$ cat config.mk
export PLATFORM = sky130hd
export DESIGN_NAME = addsub_pipe
export DESIGN_NICKNAME = d
export VERILOG_FILES = /design/src/rtl/addsub_pipe.sv
export SDC_FILE = /design/constraint.sdc
export NUM_CORES = 1
export LEC_CHECK = 0
export CAP_MARGIN = 10
export CELL_PAD_IN_SITES_DETAIL_PLACEMENT = 1
export CELL_PAD_IN_SITES_GLOBAL_PLACEMENT = 1
export CORE_MARGIN = 2
export CORE_UTILIZATION = 37
export CTS_BUF_LIST = sky130_fd_sc_hd__clkbuf_8
export DETAILED_ROUTE_END_ITERATION = 10
export PLACE_DENSITY_LB_ADDON = 0.1
export SLEW_MARGIN = 0
export SYNTH_ARGS = -nofsm -noshare
export SYNTH_HDL_FRONTEND = slang
export SYNTH_SLANG_ARGS = --single-unit
$ cat constraint.sdc
create_clock -name clk -period 2.2 [get_ports clk]
set_input_delay 0.55 -clock clk [delete_from_list [all_inputs] [get_ports clk]]
set_output_delay 0.55 -clock clk [all_outputs]
set_load 0.01 [all_outputs]
$ cat src/rtl/addsub_pipe.sv
// Pipelined adder/subtractor: WIDTH-bit operation split into CHUNK-bit slices, one slice per stage.
// Optional ADDSUB_SATURATE_EN clamps the result to the signed limit on overflow.
module addsub_pipe #(
   parameter int WIDTH = 8,
   parameter int CHUNK = 4
) (
   input  logic             clk,
   input  logic             rst_n,
   input  logic             in_valid,
   output logic             in_ready,
   input  logic [WIDTH-1:0] a,
   input  logic [WIDTH-1:0] b,
   input  logic [1:0]       op,
   input  logic             cin,
   output logic             out_valid,
   input  logic             out_ready,
   output logic [WIDTH-1:0] result,
   output logic             carry_out,
   output logic             overflow,
   output logic             zero,
   output logic             negative
);

   localparam int STAGES = WIDTH / CHUNK;
   localparam int LAST   = STAGES - 1;

   logic [WIDTH-1:0]             bp;
   logic                         c0;
   logic                         adv;
   logic                         a_msb;
   logic                         b_msb;
   logic [WIDTH-1:0]             raw;
   logic [STAGES-1:0]            vld_q, vld_d;
   logic [STAGES-1:0]            cy_q, cy_d;
   logic [STAGES-1:0][WIDTH-1:0] a_q, a_d;
   logic [STAGES-1:0][WIDTH-1:0] bp_q, bp_d;
   logic [STAGES-1:0][WIDTH-1:0] sum_q, sum_d;
   logic [WIDTH-1:0]             res_q, res_d;
   logic                         ovf_q, ovf_d;
   logic                         zero_q, zero_d;
   logic                         neg_q, neg_d;
   logic                         unused_pipe;

   always_comb begin
      bp = op[0] ? ~b : b;
      case (op)
         2'b00:   c0 = 1'b0;
         2'b01:   c0 = 1'b1;
         default: c0 = cin;
      endcase
   end

   // Each stage passes full-width operands and partial sum; it only fills in its own slice.
   always_comb begin : stage_logic
      logic [WIDTH-1:0] a_in;
      logic [WIDTH-1:0] b_in;
      logic [WIDTH-1:0] s_in;
      logic             c_in;
      logic             v_in;
      logic [CHUNK:0]   slice;
      int               kp;
      a_d   = '0;
      bp_d  = '0;
      sum_d = '0;
      cy_d  = '0;
      vld_d = '0;
      a_in  = '0;
      b_in  = '0;
      s_in  = '0;
      c_in  = 1'b0;
      v_in  = 1'b0;
      slice = '0;
      kp    = 0;
      for (int k = 0; k < STAGES; k++) begin
         kp = (k == 0) ? 0 : k - 1;
         if (k == 0) begin
            a_in = a;
            b_in = bp;
            s_in = '0;
            c_in = c0;
            v_in = in_valid;
         end else begin
            a_in = a_q[kp];
            b_in = bp_q[kp];
            s_in = sum_q[kp];
            c_in = cy_q[kp];
            v_in = vld_q[kp];
         end
         slice = {1'b0, a_in[k*CHUNK +: CHUNK]} + {1'b0, b_in[k*CHUNK +: CHUNK]}
               + {{CHUNK{1'b0}}, c_in};
         a_d[k]   = a_in;
         bp_d[k]  = b_in;
         sum_d[k] = s_in;
         sum_d[k][k*CHUNK +: CHUNK] = slice[CHUNK-1:0];
         cy_d[k]  = slice[CHUNK];
         vld_d[k] = v_in;
      end
      a_msb = a_in[WIDTH-1];
      b_msb = b_in[WIDTH-1];
   end

   always_comb begin
      raw   = sum_d[LAST];
      ovf_d = (a_msb == b_msb) && (raw[WIDTH-1] != a_msb);
`ifdef ADDSUB_SATURATE_EN
      if (ovf_d) begin
         res_d = a_msb ? {1'b1, {(WIDTH-1){1'b0}}} : {1'b0, {(WIDTH-1){1'b1}}};
      end else begin
         res_d = raw;
      end
`else
      res_d = raw;
`endif
      zero_d = (res_d == '0);
      neg_d  = res_d[WIDTH-1];
   end

   assign adv = !vld_q[LAST] || out_ready;

   always_ff @(posedge clk or negedge rst_n) begin
      if (!rst_n) begin
         vld_q  <= '0;
         cy_q   <= '0;
         a_q    <= '0;
         bp_q   <= '0;
         sum_q  <= '0;
         res_q  <= '0;
         ovf_q  <= 1'b0;
         zero_q <= 1'b0;
         neg_q  <= 1'b0;
      end else if (adv) begin
         vld_q  <= vld_d;
         cy_q   <= cy_d;
         a_q    <= a_d;
         bp_q   <= bp_d;
         sum_q  <= sum_d;
         res_q  <= res_d;
         ovf_q  <= ovf_d;
         zero_q <= zero_d;
         neg_q  <= neg_d;
      end
   end

   assign in_ready  = adv;
   assign out_valid = vld_q[LAST];
   assign result    = res_q;
   assign carry_out = cy_q[LAST];
   assign overflow  = ovf_q;
   assign zero      = zero_q;
   assign negative  = neg_q;

   // Already-consumed operand slices and the last raw sum are dead after their stage.
   assign unused_pipe = ^{a_q, bp_q, sum_q};

endmodule

Word-level counts from Yosys, hierarchy flattened
Index checks and enable logic that the tools add are counted.

operators by class
  add/sub/neg operators = 4
  multiplexer cells = 2
  reductions and logical operators = 5
  bitwise gates (word level) = 1
  eq/ne operators = 3

operators with widths
  kind                count
  $add 4x4->5         2
  $add 5x1->5         2
  $logic_not 8->1     1
  $mux 8              1
  $not 8->8           1
  $eq 2x1->1 const B  1
  $logic_not 2->1     1
  $pmux 1 s2          1
  $eq 1x1->1          1
  $logic_and 1x1->1   1
  $logic_not 1->1     1
  $logic_or 1x1->1    1
  $ne 1x1->1          1

word-level totals
  logic and storage cells = 24
  bits in registers = 35

Depth between registers and ports, before layout
Gate-level depths: netlist of run 1.

  depth in word-level cells = 4
  depth in mapped cells = 7
  depth with buffers taken out = 6

Worst setup path after synthesis of run 1
Ideal clock, no wire load.

  path kind = input to register
  start point = input op[0]
  end point = register cy_q[0]
  stages on the path = 7
  library setup time = 0.142 ns
  required time = 2.058 ns
  setup slack = -0.107 ns
  arrival = 2.166 ns
  path buffers = 1
  cells stage by stage = buf_2 -> mux2_2 -> fa_1 -> fa_1 -> a21o_1 -> a21oi_1 -> a21oi_1

between the ends
  cells in the longest elaborated chain, start to end = 3

ends and longest elaborated chain
  what                                              RTL line  RTL
  start: declaration                                13        input logic [1:0] op,
  $mux 8, or another cell as far along              45        bp = op[0] ? ~b : b;
  $add 4x4->5 / $pmux 1 s2 (equally long branches)  89, 46
  $add 5x1->5 *                                     90        + {{CHUNK{1'b0}}, c_in};
  end signal: assignment                            133       cy_q <= cy_d;
  end: declaration                                  34        logic [STAGES-1:0] cy_q, cy_d;

Mark *: on every way between the ends. The rest lies on a longest branch, timed or not.
A chain may end at the register's enable or synchronous reset.

Worst setup path in the final report of run 1
Same ends and word-level chain as after synthesis.

==> results.ini, run 1 <==
[run_status]
status=complete, no violations

[sta]
tightestPinTransition_ps=321
whs_ps=470
setup_violations=0
fmax_mhz=477
setup_ws_ps=103
finalHoldViolCount=0
max-slew-margin-rel_pct=78.6
clock_skew_ps=0.988
grt_setup_unrepaired=false
slew_violations=0
post-route-period-util_pct=95.3
min_period_ps=2100

[worst_setup_path]
crit_family=adder cells
critical_path.slowest_cell=fa_2
crit_fanout=3
critPathRequiredTime_ps=2350
crit_top_cell=fa_2
start_kind=primary input
arrival_ps=2250
end_kind=flip-flop
path_buf_inv=1
path_cells=dlygate4sd2_1 > mux2_4 > fa_2 > fa_2 > a21o_1 > a21oi_2 > a21oi_1
path_class=primary input to flip-flop
cpPeakStageDelay_ps=410

[detailed_routing]
drtIter0Drc=21
drt_wl_total_um=2720
vias_per_cell=4.66
dr.pass1.iters=4
drc=0
vias=1030
antenna_left=0
avgRoutedWirePerCell_um=12.3

[pwr]
comb_power_share_pct=39.3
p_clk_share_pct=16.6
internal-power_mw=1.06
leakagePower_nw=0.852
irDropWorstVdd_v=0.000299
switchingPower_mw=0.493
power_frac_seq_pct=44.1
cellPowerDensity_nw_per_um2=858
swShare_pct=31.8

[logic_synthesis]
synth-seq-cells=26
ys_warn_count=0
synth_cell_types=21
syn_inst=136
syn-cell-area_um2=1320
synth_fp_nets=169
seq_area_frac_synth_pct=49.2
avgSynthCellArea_um2=9.72

[worst_hold_path]
hold_path_class=flip-flop to flip-flop

[floorplanning]
initial_core_util_pct=39.0
die_area_um2=4070
dieWidth_um=63.8
coreArea_um2=3390
rows=21
ios=37
die_h_um=63.8

[clock_tree]
cts_setup_buffers=0
clock_latency_ps=260
clockBufferDepth=2
cts_buffers=3
cts_root_buf=clkbuf_8
cts.sinks=26
cts_tree=done
h-tree-depth=1
clk_pin_slew_ps=80

[global_route]
grtUsageMet3_pct=2.29
met1_usage_pct=17.8
grt_pass1_wl_um=4730
grt_pass1_vias=1088
antenna_found_initial=0
grtUsageTotal_pct=14.8
grt_overflow=0
top_usage_layer=met2
gr-usage-met2_pct=26.8
grt_max_degree=30

[run]
cap_violations=0

[layout]
layout_common_cells=nand2_1 (45), clkdlybuf4s50_1 (32), dfrtp_1 (26)
drive_gt1_share_pct=9.71
final_nets=210
area_growth_pct=36.9
final_common_cell=nand2_1
instances_no_fill=221
antenna_cells=0
postLayoutCoreUtil_pct=53.4
fin_area_um2=1810

[placement]
dpl_cell_area_um2=1770
hpwl_um=2240
io_buffers=36
place_inst=218
post-place-ws_ps=-417
gp_congestion=0.733

-- what timing repair did --
item                                    4_1_cts  5_1_grt
resized for setup                             7        0
hold buffers                                  0        0
endpoints found under the setup margin        4        0
-- Yosys cell counts --
| master | number | area, µm² |
|---|---|---|
| nand2_1 | 45 | 169 |
| xnor2_1 | 5 | 43.8 |
| buf_2 | 3 | 15.0 |
| nor2_1 | 5 | 18.8 |
| fa_1 | 4 | 80.1 |
| a21oi_1 | 6 | 30.0 |
| o31ai_1 | 1 | 7.51 |
| inv_1 | 4 | 15.0 |
| ha_1 | 6 | 75.1 |
| a32o_2 | 1 | 11.3 |
| dfrtp_1 | 26 | 651 |
| a21o_1 | 3 | 22.5 |
| mux2_2 | 1 | 11.3 |
| buf_4 | 1 | 7.51 |
| xor2_1 | 8 | 70.1 |
| clkbuf_1 | 3 | 11.3 |
| nor3_2 | 1 | 10.0 |
| nand2b_1 | 1 | 6.26 |
| nor2b_1 | 2 | 12.5 |
| o21ai_0 | 9 | 45.0 |
| or4b_1 | 1 | 10.0 |
-- power groups by stage --
stage / logic [mW] / registers [mW] / clock network (mW)
floorplan: 0.291 / 0.717 / 0
global placement: 0.603 / 0.686 / 0
detailed placement: 0.624 / 0.698 / 0
CTS: 0.628 / 0.688 / 0.265
global route: 0.686 / 0.704 / 0.283
finish: 0.611 / 0.685 / 0.258
-- through the flow --
stage / TNS [ps] / power [mW]
floorplan: 0 / 1.01
finish: 0 / 1.55
global placement: -1190 / 1.29
CTS: 0 / 1.58
global route: 0 / 1.67
detailed placement: -1380 / 1.32
-- tightest hold or removal path: stages, from the launching register on --
cell,delay [ps]
dfrtp_1,350
nand2_1,50
nand2_1,50
-- per-layer routing --
layer  wire, µm  vias up
met1       1180      486
met3        125        4
met4         29        0
li1           -      513
met2       1390       27
met5          0        -
-- registers in the layout, indices dropped and copies added, names as in the netlist --
signal / count
cy_q: 2
overflow: 1
result: 8
stage_logic.a_in: 4
stage_logic.b_in: 4
stage_logic.s_in: 4
vld_q: 2
zero: 1
-- cells by family after synthesis --
| family | Yosys count | share of synthesized area (%) |
|---|---|---|
| buffers and inverters | 11 | 3.69 |
| AO/OA/AOI/OAI | 20 | 8.80 |
| adder cells (fa/ha/maj) | 10 | 11.7 |
| AND/OR/NAND/NOR | 55 | 17.1 |
| flip-flops | 26 | 49.2 |
| XOR/XNOR | 13 | 8.61 |
| multiplexers | 1 | 0.851 |
-- layout make-up --
type                    count  area, µm²
multi-input cells          99        638
fillers                   382       1580
inverters                   4       15.0
repair buffers             43        408
flip-flops and latches     26        651
well taps                  46       57.6
clock buffers               3       41.3
-- worst paths after layout --
| kind | slack (ps) | endpoint | cells past startpoint | start |
|---|---|---|---|---|
| worst max-delay path | 100 | cy_q[0] | 7 | op[0] |
| worst min-delay path | 470 | result[0] | 2 | result[0] |
| worst max register to register | 240 | zero | 6 | cy_q[0] |
| worst min register to register | 470 | result[0] | 2 | result[0] |
| max in group asynchronous | 1310 | stage_logic.a_in[7] | 2 | rst_n |
| min in group asynchronous | 650 | vld_q[0] | 2 | rst_n |
Note: power is estimated with default switching activity, not from simulation.
==> run 2, diff against run 1 <==
--- a/config.mk
+++ b/config.mk
@@ -9,7 +9,7 @@
 export CELL_PAD_IN_SITES_DETAIL_PLACEMENT = 1
 export CELL_PAD_IN_SITES_GLOBAL_PLACEMENT = 1
 export CORE_MARGIN = 2
-export CORE_UTILIZATION = 37
+export CORE_UTILIZATION = 33
 export CTS_BUF_LIST = sky130_fd_sc_hd__clkbuf_8
 export DETAILED_ROUTE_END_ITERATION = 10
 export PLACE_DENSITY_LB_ADDON = 0.1
==> constraint.sdc (replaced) <==
create_clock -name clk -period 1.7 [get_ports clk]
set_input_delay 0.425 -clock clk [delete_from_list [all_inputs] [get_ports clk]]
set_output_delay 0.425 -clock clk [all_outputs]
set_load 0.01 [all_outputs]
==> run 2 against run 1 <==
The run now ends with negative setup slack left. Flip-flop and latch count unchanged. Global-route usage is 1.1 points higher. Sequential power is 29% higher. Register-to-register slack got worse by 570 ps. Final cell count up 6.3%. Clock power is 32% higher. Wire length up 16%. Worst setup slack got worse by 430 ps. Via count increased by 2.9%. Combinational power is 53% higher. Critical endpoint is now zero.
==> results.ini, run 2 (synthesis results as in run 1) <==
[layout]
instances_no_fill=235
area_growth_pct=46.6
final_common_cell=nand2_1
drive_gt1_share_pct=22.7
final_nets=220
largest_register_ffs=8
layout_common_cells=nand2_1 (45), clkdlybuf4s50_1 (29), dfrtp_1 (26)
antenna_cells=0
fin_area_um2=1940

[detailed_routing]
drtIter0Drc=36
avgRoutedWirePerCell_um=13.4
antenna_left=0
drc=0
drt_wl_total_um=3150
vias_per_cell=4.51
dr.pass1.iters=4
vias=1060

[pwr]
irDropWorstVdd_v=0.000336
internal-power_mw=1.47
comb_power_share_pct=43.3
p_clk_share_pct=15.8
cellPowerDensity_nw_per_um2=1110
power_frac_seq_pct=40.9
p_total_mw=2.16
switchingPower_mw=0.692
leakagePower_nw=0.930
swShare_pct=32.0

[clock_tree]
cts.sinks=26
cts_tree=done
clk_pin_slew_ps=90
hold_buffers=0
clock_latency_ps=260
cts_root_buf=clkbuf_8
clockBufferDepth=2
h-tree-depth=1
cts_buffers=3

[global_route]
grt_pass1_vias=1150
grt_pass1_wl_um=5360
grt_overflow=0
grtUsageTotal_pct=15.9
grt_max_degree=30
antenna_found_initial=0

[floorplanning]
coreArea_um2=3910
die_h_um=67.3
die_area_um2=4530
ios=37
initial_core_util_pct=33.8
rows=23
dieWidth_um=67.3

[worst_hold_path]
hold_path_class=flip-flop to flip-flop
hold_depth=2
hold_path_end=vld_q[0]
hp-start=vld_q[0]

[run_status]
status=finished, violations left
violations=negative setup slack

[worst_setup_path]
path_class=flip-flop to flip-flop
rrSetupSlack_ps=-330
start_kind=flip-flop
crit_fanout=2
r2r-end=zero
crit_family=adder cells
critPathRequiredTime_ps=1910
end_kind=flip-flop
critical_path.slowest_cell=fa_1
regToRegStartpoint=stage_logic.b_in[4]
arrival_ps=2230
cpPeakStageDelay_ps=520
path_buf_inv=1
path_cells=fa_2 > inv_2 > fa_1 > or4b_4 > nor3_2 > a32o_2
r2r_cells=6

[placement]
dpl_cell_area_um2=1820
io_buffers=36
place_inst=227
gp_congestion=0.713
hpwl_um=2330

[sta]
setup_ws_ps=-326
fin_setup_tns_ps=-1000
max-slew-margin-rel_pct=77.0
min_period_ps=2030
post-route-period-util_pct=119
setup_violations=6
fmax_mhz=494
clock_skew_ps=2.49
slew_violations=0
finalHoldViolCount=0
grt_setup_unrepaired=true
tightestPinTransition_ps=345

[run]
cap_violations=0

-- run 2: cell count changes in the layout (fill, tap and decap cells not counted), moves of 2 or more --
cell,change
buf_4,+8
a21oi_1,-4
a21oi_2,+4
buf_6,+4
dlygate4sd2_1,-4
clkdlybuf4s50_1,-3
buf_2,+2
dlymetal6s2s_1,+2
xor2_1,-2
xor2_2,+2
-- run 2: worst reg2reg max path: stages (launching register included) --
cell and delay (ps):
dfrtp_1 400, fa_2 240, inv_2 40, fa_1 520
or4b_4 470, nor3_2 120, a32o_2 170
-- run 2: worst max-delay path by stage --
stage | to | from | depth (start not counted) | slack [ps]
floorplan | cy_q[0] | op[0] | 7 | -310
global placement | cy_q[0] | op[0] | 7 | -740
detailed placement | cy_q[0] | op[0] | 7 | -830
CTS | zero | stage_logic.b_in[4] | 6 | -330
global route | zero | stage_logic.b_in[4] | 6 | -400
finish | zero | stage_logic.b_in[4] | 6 | -330
-- run 2: routing by layer --
| metal | global-route usage [%] | vias to the layer above | wire, µm |
|---|---|---|---|
| li1 | - | 527 | - |
| met1 | 19.1 | 500 | 1350 |
| met2 | 28.6 | 29 | 1610 |
| met3 | 2.83 | 4 | 157 |
| met4 | 5.36 | 0 | 26 |
| met5 | 0 | - | 0 |
-- run 2: final cells by class --
cell class | instances | area, µm²
Clock buffer | 3 | 41.3
Fill cell | 462 | 1970
Inverter | 4 | 15.0
Multi-Input combinational cell | 99 | 682
Sequential cell | 26 | 651
Tap cell | 50 | 62.6
Timing Repair Buffer | 53 | 488
-- run 2: power groups by stage --
stage / logic (mW) / clock network (mW) / registers [mW]
finish: 0.936 / 0.341 / 0.885
global route: 1.05 / 0.392 / 0.907
CTS: 0.923 / 0.361 / 0.888
detailed placement: 0.867 / 0 / 0.899
global placement: 0.838 / 0 / 0.889
floorplan: 0.386 / 0 / 0.929
-- run 2: repair_timing --
item | in CTS | in global routing
buffers inserted | 3 | 2
resized for setup | 30 | 5
pin swaps | 12 | 7
setup endpoints to repair | 7 | 7
-- run 2: per-stage QoR --
step | hold slack (ps) | utilization [%] | worst slack [ps]
floorplan | 129 | - | -314
detailed placement | 456 | 46.5 | -829
CTS | 477 | 49.0 | -334
global route | 508 | 49.6 | -396
finish | 470 | 49.6 | -326
global placement | 445 | 46.5 | -744
==> run 3, diff against run 2 <==
--- a/config.mk
+++ b/config.mk
@@ -9,10 +9,10 @@
 export CELL_PAD_IN_SITES_DETAIL_PLACEMENT = 1
 export CELL_PAD_IN_SITES_GLOBAL_PLACEMENT = 1
 export CORE_MARGIN = 2
-export CORE_UTILIZATION = 33
-export CTS_BUF_LIST = sky130_fd_sc_hd__clkbuf_8
+export CORE_UTILIZATION = 32
 export DETAILED_ROUTE_END_ITERATION = 10
 export PLACE_DENSITY_LB_ADDON = 0.1
+export SETUP_SLACK_MARGIN = 0.3
 export SLEW_MARGIN = 0
 export SYNTH_ARGS = -nofsm -noshare
 export SYNTH_HDL_FRONTEND = slang
==> run 3 against run 2 <==
The flow still finishes with violations (negative setup slack). Via count unchanged. Sequential share of layout area decreased by 0.53 points. Register-to-register slack improved by 60 ps. Critical path depth unchanged. Worst setup slack improved by 60 ps. Final area increased by 1.6%. First-iteration DRC count decreased by 50%. Wire length decreased by 6.8%. Largest power group is now sequential cells. Flip-flop and latch count unchanged. Hold slack got worse by 3.9 ps. Clock power increased by 50%.
==> results.ini, run 3 (synthesis results as in run 1) <==
[run_status]
status=finished, violations left
violations=negative setup slack

[worst_setup_path]
crit_fanout=2
critPathRequiredTime_ps=1920
start_kind=flip-flop
regToRegStartpoint=stage_logic.a_in[4]
critical_path.slowest_cell=fa_1
path_cells=fa_2 > inv_2 > fa_1 > or4b_1 > nor3_2 > a32o_2
cpPeakStageDelay_ps=500
end_kind=flip-flop
crit_path_start=stage_logic.a_in[4]
setup.worst_path.end=zero
rrSetupSlack_ps=-270
path_class=flip-flop to flip-flop
r2r-end=zero
r2r_cells=6
arrival_ps=2180

[clock_tree]
cts_buffers=3
h-tree-depth=1
cts_root_buf=clkbuf_8
clk_pin_slew_ps=100
cts.sinks=26
clock_latency_ps=270
clockBufferDepth=2
cts_tree=done

[sta]
post-route-period-util_pct=116
finalHoldViolCount=0
setup_ws_ps=-266
grt_setup_unrepaired=true
slew_violations=0
min_period_ps=1970
max-slew-margin-rel_pct=77.3
fmax_mhz=509
clock_skew_ps=10.3
setup_violations=3
tightestPinTransition_ps=340

[pwr]
irDropWorstVdd_v=0.000504
leakagePower_nw=0.973
cellPowerDensity_nw_per_um2=1150

[floorplanning]
coreArea_um2=4000
die_area_um2=4660
ios=37
die_h_um=68.3
rows=23
initial_core_util_pct=33.1
dieWidth_um=68.3

[layout]
final_nets=219
fin_area_um2=1970
antenna_cells=0
area_growth_pct=49.0
drive_gt1_share_pct=23.8
layout_common_cells=nand2_1 (44), dfrtp_1 (26), clkdlybuf4s50_1 (14), buf_4 (14), clkdlybuf4s15_1 (8)
final_common_cell=nand2_1
largest_register_ffs=8

[detailed_routing]
vias=1060
drc=0
vias_per_cell=4.51
drtIter0Drc=18
dr.pass1.iters=2
antenna_left=0
avgRoutedWirePerCell_um=12.5
drt_wl_total_um=2930

[global_route]
grt_pass1_wl_um=4900
grt_max_degree=30
grtUsageTotal_pct=14.3
antenna_found_initial=0
grt_overflow=0
grt_pass1_vias=1091

[placement]
hpwl_um=2190
io_buffers=36
gp_congestion=0.702
post-place-ws_ps=-772
dpl_cell_area_um2=1820

[run]
cap_violations=0

[worst_hold_path]
hold_path_class=flip-flop to flip-flop
hold_depth=2

## run 3: layout make-up
cell class / instances / area, µm²
Sequential cell: 26 / 651
Multi-Input combinational cell: 99 / 696
Fill cell: 452 / 2030
Inverter: 4 / 15.0
Tap cell: 50 / 62.6
Timing Repair Buffer: 52 / 475
Clock buffer: 3 / 41.3
Clock inverter: 1 / 30.0
## run 3: power by group
group	leakage [nW]	internal, mW	switching (mW)	total (mW)
registers	0.314	0.781	0.0970	0.878
logic	0.624	0.465	0.412	0.877
clock network	0.0357	0.315	0.195	0.510
total	0.973	1.56	0.704	2.27
## run 3: critical path: cells and delay by family, from the launching register on
| kind | cells | cell delay [ps] |
|---|---|---|
| adder cells (fa/ha/maj) | 2 | 740 |
| AND/OR/NAND/NOR | 2 | 570 |
| flip-flops | 1 | 390 |
| AO/OA/AOI/OAI | 1 | 180 |
| buffers and inverters | 1 | 40 |
## run 3: worst min-delay path by stage
stage	to	startpoint
floorplan	cy_q[0]	rst_n
CTS	result[3]	result[3]
global placement	vld_q[0]	vld_q[0]
global route	result[3]	result[3]
detailed placement	vld_q[1]	vld_q[0]
finish	result[3]	result[3]
## run 3: through the flow
| step | TNS (ps) | util [%] | cells | hold slack [ps] | power [mW] |
|---|---|---|---|---|---|
| after global placement | -3430 | 45.4 | 226 | 444 | 1.72 |
| final | -444 | 49.3 | 235 | 466 | 2.27 |
| after detailed placement | -3610 | 45.4 | 226 | 458 | 1.76 |
| after CTS | -532 | 47.7 | 232 | 475 | 2.24 |
| after global routing | -698 | 49.3 | 235 | 487 | 2.43 |
| after floorplan | -873 | - | 136 | 129 | 1.32 |
## run 3: per-layer routing
layer,up-vias,global-route usage (%),routed length [µm]
met1,505,16.4,1240
met3,2,2.63,160
met5,-,0,0
met2,24,26.6,1500
met4,0,4.50,23
li1,529,-,-
## run 3: repair_timing
action / in CTS / in global routing
setup buffers: 2 / 3
pin swaps: 12 / 8
gates resized for setup: 42 / 17
cloned: 0 / 0
endpoints found under the setup margin: 25 / 17
hold buffers: 0 / 0
